File: config.mk
export PLATFORM = sky130hd
export DESIGN_NAME = load_store_unit
export DESIGN_NICKNAME = d
export VERILOG_FILES = /design/src/rtl/lsu_pkg.sv /design/src/rtl/lsu_timeout_counter.sv /design/src/rtl/load_store_unit.sv
export SDC_FILE = /design/constraint.sdc
export NUM_CORES = 1
export LEC_CHECK = 0
export ABC_CLOCK_PERIOD_IN_PS = 3800
export CORE_MARGIN = 3
export CORE_UTILIZATION = 45
export DETAILED_ROUTE_END_ITERATION = 7
export PLACE_DENSITY = 0.92
export SKIP_LAST_GASP = 1
export SYNTH_ARGS = -nofsm -noshare
export SYNTH_HDL_FRONTEND = slang
export SYNTH_SLANG_ARGS = --single-unit
File: constraint.sdc
create_clock -name clk -period 3.8 [get_ports clk]
set_input_delay 0.38 -clock clk [delete_from_list [all_inputs] [get_ports clk]]
set_output_delay 0.38 -clock clk [all_outputs]
set_load 0.01 [all_outputs]
File: src/rtl/lsu_pkg.sv
// Shared definitions for the load/store unit.
//   lsu_state_t : FSM encoding (IDLE -> ACCESS -> RESP)
//   ALU_LW/ALU_SW : ALU control codes that select a memory operation; the
//                   ALU/decoder uses the same constants.
//   REG_IDX_W   : register-file index width.
//   is_mem_op() : true for the two control codes the LSU reacts to.
package lsu_pkg;

    typedef enum logic [1:0] {
        IDLE   = 2'd0,
        ACCESS = 2'd1,
        RESP   = 2'd2
    } lsu_state_t;

    localparam logic [3:0] ALU_LW    = 4'b1001;
    localparam logic [3:0] ALU_SW    = 4'b1010;
    localparam int         REG_IDX_W = 5;

    function automatic logic is_mem_op(input logic [3:0] ctrl);
        return (ctrl == ALU_LW) || (ctrl == ALU_SW);
    endfunction

endpackage

File: src/rtl/lsu_timeout_counter.sv
// Counts memory-access cycles that went by without an acknowledge.
// Ports:
//   clk, rst  : clock and synchronous active-high reset
//   clear     : forces the count to zero (takes priority over enable)
//   enable    : advance the count by one this cycle
//   expired   : count has reached TIMEOUT_CYCLES-1, i.e. this is the last
//               cycle an acknowledge may still arrive
// TIMEOUT_CYCLES must be at least 1.
module lsu_timeout_counter #(
    parameter int TIMEOUT_CYCLES = 16
) (
    input  logic clk,
    input  logic rst,
    input  logic clear,
    input  logic enable,
    output logic expired
);

    // Count only ever needs to represent 0 .. TIMEOUT_CYCLES-1; the owner
    // leaves ACCESS (and clears) on the cycle the terminal value is seen.
    localparam int CNT_W = (TIMEOUT_CYCLES < 2) ? 1 : $clog2(TIMEOUT_CYCLES);
    localparam logic [CNT_W-1:0] CNT_LAST = CNT_W'(TIMEOUT_CYCLES - 1);

    logic [CNT_W-1:0] count_reg;
    logic [CNT_W-1:0] count_next;

    always_comb begin
        count_next = count_reg;
        if (clear) begin
            count_next = '0;
        end else if (enable && (count_reg != CNT_LAST)) begin
            count_next = count_reg + 1'b1;
        end
    end

    always_ff @(posedge clk) begin
        if (rst) begin
            count_reg <= '0;
        end else begin
            count_reg <= count_next;
        end
    end

    assign expired = (count_reg == CNT_LAST);

endmodule

File: src/rtl/load_store_unit.sv
// Memory-access stage: performs word LW/SW with a single outstanding
// request/acknowledge transaction and returns load data to writeback.
// Ports:
//   clk, rst                 : clock, synchronous active-high reset
//   op_valid/op_ctrl/op_addr/op_wdata/op_rd : op from the ALU stage
//   busy                     : high while a transaction is in flight
//   mem_req/mem_we/mem_addr/mem_wdata/mem_rdata/mem_ack : data memory port
//   wb_valid/wb_rd/wb_data   : one-cycle load writeback
//   st_done                  : one-cycle store-retired pulse
//   err_misaligned           : one-cycle pulse, op address not word aligned
//   err_timeout              : one-cycle pulse, no ack within TIMEOUT_CYCLES
// Every output comes straight from a register.
module load_store_unit
    import lsu_pkg::*;
#(
    parameter int TIMEOUT_CYCLES = 16,
    parameter int ADDR_W         = 32,
    parameter int DATA_W         = 32
) (
    input  logic                 clk,
    input  logic                 rst,
    input  logic                 op_valid,
    input  logic [3:0]           op_ctrl,
    input  logic [ADDR_W-1:0]    op_addr,
    input  logic [DATA_W-1:0]    op_wdata,
    input  logic [REG_IDX_W-1:0] op_rd,
    output logic                 busy,
    output logic                 mem_req,
    output logic                 mem_we,
    output logic [ADDR_W-1:0]    mem_addr,
    output logic [DATA_W-1:0]    mem_wdata,
    input  logic [DATA_W-1:0]    mem_rdata,
    input  logic                 mem_ack,
    output logic                 wb_valid,
    output logic [REG_IDX_W-1:0] wb_rd,
    output logic [DATA_W-1:0]    wb_data,
    output logic                 st_done,
    output logic                 err_misaligned,
    output logic                 err_timeout
);

    lsu_state_t             state_reg, state_next;
    logic                   is_store_reg, is_store_next;
    logic [REG_IDX_W-1:0]   rd_reg, rd_next;
    logic                   busy_reg, busy_next;
    logic                   mem_req_reg, mem_req_next;
    logic                   mem_we_reg, mem_we_next;
    logic [ADDR_W-1:0]      mem_addr_reg, mem_addr_next;
    logic [DATA_W-1:0]      mem_wdata_reg, mem_wdata_next;
    logic                   wb_valid_reg, wb_valid_next;
    logic [REG_IDX_W-1:0]   wb_rd_reg, wb_rd_next;
    logic [DATA_W-1:0]      wb_data_reg, wb_data_next;
    logic                   st_done_reg, st_done_next;
    logic                   err_mis_reg, err_mis_next;
    logic                   err_to_reg, err_to_next;

    logic                   tmo_clear;
    logic                   tmo_enable;
    logic                   tmo_expired;

    // The counter is held at zero outside ACCESS, so every transaction
    // starts counting from 0 on its first request cycle.
    assign tmo_clear  = (state_next != ACCESS);
    assign tmo_enable = (state_reg == ACCESS) && !mem_ack;

    lsu_timeout_counter #(
        .TIMEOUT_CYCLES (TIMEOUT_CYCLES)
    ) u_timeout (
        .clk     (clk),
        .rst     (rst),
        .clear   (tmo_clear),
        .enable  (tmo_enable),
        .expired (tmo_expired)
    );

    always_comb begin
        state_next     = state_reg;
        is_store_next  = is_store_reg;
        rd_next        = rd_reg;
        mem_addr_next  = mem_addr_reg;
        mem_wdata_next = mem_wdata_reg;
        wb_rd_next     = wb_rd_reg;
        wb_data_next   = wb_data_reg;
        wb_valid_next  = 1'b0;
        st_done_next   = 1'b0;
        err_mis_next   = 1'b0;
        err_to_next    = 1'b0;

        case (state_reg)
            IDLE: begin
                if (op_valid && is_mem_op(op_ctrl)) begin
                    if (op_addr[1:0] != 2'b00) begin
                        err_mis_next = 1'b1;
                    end else begin
                        state_next     = ACCESS;
                        is_store_next  = (op_ctrl == ALU_SW);
                        rd_next        = op_rd;
                        mem_addr_next  = op_addr;
                        mem_wdata_next = op_wdata;
                    end
                end
            end
            ACCESS: begin
                // Ack is checked first so an ack on the last allowed cycle
                // still completes the transaction.
                if (mem_ack) begin
                    state_next = RESP;
                    // Completion pulses are registered here so they appear
                    // during the RESP cycle.
                    wb_valid_next = !is_store_reg;
                    st_done_next  = is_store_reg;
                    if (!is_store_reg) begin
                        wb_data_next = mem_rdata;
                        wb_rd_next   = rd_reg;
                    end
                end else if (tmo_expired) begin
                    state_next  = IDLE;
                    err_to_next = 1'b1;
                end
            end
            RESP: begin
                state_next = IDLE;
            end
            default: begin
                state_next = IDLE;
            end
        endcase

        busy_next    = (state_next != IDLE);
        mem_req_next = (state_next == ACCESS);
        mem_we_next  = (state_next == ACCESS) && is_store_next;
    end

    always_ff @(posedge clk) begin
        if (rst) begin
            state_reg     <= IDLE;
            is_store_reg  <= 1'b0;
            rd_reg        <= '0;
            busy_reg      <= 1'b0;
            mem_req_reg   <= 1'b0;
            mem_we_reg    <= 1'b0;
            mem_addr_reg  <= '0;
            mem_wdata_reg <= '0;
            wb_valid_reg  <= 1'b0;
            wb_rd_reg     <= '0;
            wb_data_reg   <= '0;
            st_done_reg   <= 1'b0;
            err_mis_reg   <= 1'b0;
            err_to_reg    <= 1'b0;
        end else begin
            state_reg     <= state_next;
            is_store_reg  <= is_store_next;
            rd_reg        <= rd_next;
            busy_reg      <= busy_next;
            mem_req_reg   <= mem_req_next;
            mem_we_reg    <= mem_we_next;
            mem_addr_reg  <= mem_addr_next;
            mem_wdata_reg <= mem_wdata_next;
            wb_valid_reg  <= wb_valid_next;
            wb_rd_reg     <= wb_rd_next;
            wb_data_reg   <= wb_data_next;
            st_done_reg   <= st_done_next;
            err_mis_reg   <= err_mis_next;
            err_to_reg    <= err_to_next;
        end
    end

    assign busy           = busy_reg;
    assign mem_req        = mem_req_reg;
    assign mem_we         = mem_we_reg;
    assign mem_addr       = mem_addr_reg;
    assign mem_wdata      = mem_wdata_reg;
    assign wb_valid       = wb_valid_reg;
    assign wb_rd          = wb_rd_reg;
    assign wb_data        = wb_data_reg;
    assign st_done        = st_done_reg;
    assign err_misaligned = err_mis_reg;
    assign err_timeout    = err_to_reg;

endmodule

* Word-level counts from Yosys, hierarchy flattened
Cells that the tools add are included.
Cells by class: add/subtract/negate cells 1, bitwise gates (word level) 6, mux-type cells 10, equality and inequality tests 7, reductions and logical operators 16
Operators with widths (count):
- 4-bit == test (second input constant) | 3
- 3-bit OR reduction | 3
- 2-bit two-way mux | 4
- 1-bit NOT | 6
- 3-bit AND reduction | 2
- 1-bit two-way mux | 5
- 4-bit by 1-bit adder with 4-bit output (second input constant) | 1
- 2-bit by 1-bit == test with 1-bit output (second input constant) | 2
- 1-bit logical AND | 4
- 4-bit != test (second input constant) | 1
- 2-bit one-hot mux with 2 select lines | 1
- 2-bit nonzero test | 2
- 1-bit zero test | 2
- 2-bit zero test | 1
- 2-bit by 1-bit != test with 1-bit output (second input constant) | 1
- 2-bit OR reduction | 1
- 1-bit logical OR | 1
Storage, ports and cells: output and inout port bits 108, word-level logic and storage cells 55, register bits 120, bits of input ports 109

* Depth between registers and ports, before layout
word-level depth 7, gate-level depth with buffers 7, depth with buffers taken out 4

* By module
Synthesis repeated with hierarchy kept, for this count alone.
Second synthesis, totals: cells, all modules 516, area total of the unflattened synthesis 4890.9 sq um
Modules (own cells, without submodules):
- load_store_unit | sequential area each 2322.2 sq um, cells an instance 494, instances 1, area an instance 4679.5 sq um
- lsu_timeout_counter | sequential area each 80.1 sq um, cells an instance 22, instances 1, area an instance 211.5 sq um

* Worst setup path before layout
Ideal clock, no wire load.
path kind input port to flip-flop, start in op_addr[0], end reg mem_wdata_reg[12], in the netlist mem_wdata[12], path buffers 3, data required time 3.668 ns, cell stages on the path 6, path slack 2.240 ns, arrival 1.428 ns, setup time 0.132 ns, cells stage by stage or3_1 > clkbuf_1 > buf_4 > buf_6 > o31ai_1 > a21oi_1
Between the ends: cells in the longest elaborated chain, start to end 3
Ends and longest elaborated chain:
- start: declaration | RTL line load_store_unit.sv:24 | input logic [ADDR_W-1:0] op_addr,
- 2-bit nonzero test | RTL line load_store_unit.sv:92 | if (op_addr[1:0] != 2'b00) begin
- 1-bit NOT (no line)
- 3-bit AND reduction (no line)
- end signal: assignment | RTL line load_store_unit.sv:158 | mem_wdata_reg <= mem_wdata_next;
- end: declaration | RTL line load_store_unit.sv:49 | logic [DATA_W-1:0] mem_wdata_reg, mem_wdata_next;
Every way passes these cells. A chain may end at the register's enable or synchronous reset.

* Final worst setup path
start reg state_reg[1], end reg wb_data_reg[15], in the netlist wb_data[15]
Between the ends: cells in the longest elaborated chain, start to end 2
Ends and longest elaborated chain:
- start: declaration | RTL line load_store_unit.sv:42 | lsu_state_t state_reg, state_next;
- start signal: assignment | RTL line load_store_unit.sv:151 | state_reg <= state_next;
- 2-bit by 1-bit == test with 1-bit output | RTL line load_store_unit.sv:89 | case (state_reg)
- 3-bit AND reduction (no line)
- end signal: assignment | RTL line load_store_unit.sv:161 | wb_data_reg <= wb_data_next;
- end: declaration | RTL line load_store_unit.sv:52 | logic [DATA_W-1:0] wb_data_reg, wb_data_next;
Every way passes these cells.

==> impl_metrics.toml <==
[worst_setup_path]
setup.worst_path.class = "reg2reg"
setup.worst_path.start = "state_reg[1]$_SDFF_PP0_"
cp.required_ns = 4.12
critical_path_buf_inv_count = 0
max_stage_delay_ns = 0.98
cp_data_arrival_time_ns = 2.41
crit_chain = "nand4bb_2 -> nand2_1 -> a21oi_1"
crit_slowest_cell = "nand4bb_2"
cp_top_family = "simple AND/OR/NAND/NOR gates"
end_kind = "flop"
r2r-start = "state_reg[1]$_SDFF_PP0_"
startpoint_type = "flop"
crit_fanout = 38

[power]
seqPwrFrac_pct = 40.7
power-per-cell-area_nw_per_um2 = 413.4
intPower_uw = 2371
share_comb_of_total_power_pct = 9.0
p_leak_uw = 0.002415
swShare_pct = 24.02
power_switching_uw = 749.8
power.total_uw = 3121
p_clk_share_pct = 50.3
vdd_ir_drop_max_uv = 318.1

[synthesis]
syn_inst = 550
yosys_register_bits = 120
yosys_warnings = 0
syn-num-nets = 660
syn_avg_cell_area_um2 = 8.645
synth_seq_area_share_pct = 50.53
synth_cell_types = 33
synth_area_um2 = 4755

[routing]
ant_nets = 0
drcViolationCount = 0
vias = 5163
postRouteWirelength_um = 16090
wire_per_inst_um = 18.41
drt_first_pass_iters = 5
vias_per_cell = 5.907
drt_iter0_markers = 349

[die]
dieWidth_um = 108.8
start_util_pct = 47.55
row_count = 36
die-area_um2 = 11840
ios = 217
core_area_um2 = 10000
fp.dieH_um = 108.8

[sta]
setup_viol_count_final = 0
rsz0062_at_grt = "no"
setup_ws_ns = 1.713
skew_ns = 0.01100
worst_pin_slew_ns = 1.144
tns_ns = 0
finalCriticalPeriod_ns = 2.087
finalHoldViolCount = 0
max_slew_margin_pct = 23.70
slew_violations = 0
holdWs_ns = 0.4267
fmax_ghz = 0.4791
fin_crit_sh_pct = 54.93

[clocking]
ctsLongestPathBuffers = 2
clock-sinks = 120
numCtsBuffers = 17
clk_pin_slew_ns = 0.06
cts_hold_buf = 0
cts_tree = "built"
post_cts_resized = 0
h-tree-depth = 4
cts_setup_buffers = 0
root_buffer = "clkbuf_8"
clk_latency_ns = 0.50

[grt]
gr-total-overflow = 0
grt_pass1_wl_um = 24990
grt_pass1_vias = 5017
grt.total_usage_pct = 26.46
antenna_found_initial = 0
grt_max_degree = 112

[finish]
area_delta_synth_final_pct = 58.76
layout_common_cells = "clkdlybuf4s50_1, dfxtp_1, a21oi_1, nand2_1, nand4_1"
final_nets = 838
fin_util_pct = 75.49
seq_area_um2 = 2402
diodes = 0
n_fill_cell = 740
final_common_cell = "clkdlybuf4s50_1"
drive_gt1_share_pct = 7.557
multi_input_area_um2 = 2162

[place]
dpl_worst_slack_ns = 1.272
hpwl_um = 10450
io_buffers = 216
gp_congestion = 0.7995

[status]
outcome = "finished, final reports clean"

[hold_path]
min_from = "mem_rdata[6]"
worstHoldPathType = "in2reg"

[run]
cap_violations = 0
power by group through the flow:
stage	clock, uW	sequential [uW]	combinational, uW
after floorplan	0	1300	109
after global placement	0	1300	270
after detailed placement	0	1300	276
after CTS	1590	1270	277
after global routing	1640	1270	297
final	1570	1270	280
stage by stage:
| step | cell area (um^2) | std cells |
|---|---|---|
| floorplan | 4755 | 550 |
| global placement | 6965 | 842 |
| detailed placement | 6965 | 842 |
| CTS | 7548 | 874 |
| global route | 7548 | 874 |
| finish | 7548 | 874 |
layout make-up:
cell class	instances	area share (%)
Timing Repair Buffer	226	29.60
Clock buffer	19	5.851
Sequential cell	120	31.82
Clock inverter	13	1.873
Tap cell	133	2.205
Multi-Input combinational cell	363	28.64
metal layers:
layer / track usage, % / up-vias / part of all wire, %
li1: - / 2400 / -
met1: 31.50 / 2478 / 38
met2: 46.60 / 254 / 53
met3: 5.565 / 31 / 6.9
met4: 10.28 / 0 / 2.3
met5: 0 / - / 0
final timing paths:
path	end	slack (ns)	cells after the start
hold reg to reg	wb_rd[0]$_SDFFE_PP0P_	0.45	2
setup / recovery	wb_data[15]$_SDFFE_PP0P_	1.71	3
hold / removal	wb_data[6]$_SDFFE_PP0P_	0.43	3
setup reg to reg	wb_data[15]$_SDFFE_PP0P_	1.71	3
cell usage after synthesis:
cell type,n,area (um^2)
nand4bb_1,2,22.52
clkbuf_1,53,198.9
nand3_1,4,20.02
buf_6,1,11.26
xnor2_1,1,8.760
nor4bb_1,3,30.03
and2_1,1,6.260
nor3b_1,2,15.01
a211o_1,1,8.760
dfxtp_1,120,2402
buf_4,1,7.510
nor3_2,2,20.02
and4b_1,1,10.01
nand4_1,70,437.9
nor4_1,1,6.260
and3_1,1,6.260
nor3_1,1,5.000
or2_2,1,6.260
a2111oi_1,1,10.01
buf_2,10,50.05
or3_1,1,6.260
nand2_1,78,292.8
nor4b_1,2,17.52
nand3b_1,1,7.510
o31ai_1,68,510.5
nor3b_2,1,12.51
a21oi_1,112,560.5
xor2_1,1,8.760
a31oi_1,1,6.260
or3b_2,2,17.52
nor2_1,3,11.26
ha_1,1,12.51
buf_1,2,7.510
cells by family (layout without fill, tap and decap cells):
family          count (synthesis)  in the layout  synth area share (%)
xor+xnor                        2              2                0.3685
compound gates                183            183                 23.05
flops                         120            120                 50.53
simple gates                  177            177                 20.00
fa+ha+maj                       1              1                0.2631
buf+inv                        67            258                 5.790
worst min-delay path, stage by stage:
cell and delay (ns):
clkdlybuf4s50_1 0.39, nand2_1 0.06, a21oi_1 0.05
No activity file was read; power rests on OpenSTA's default activity.
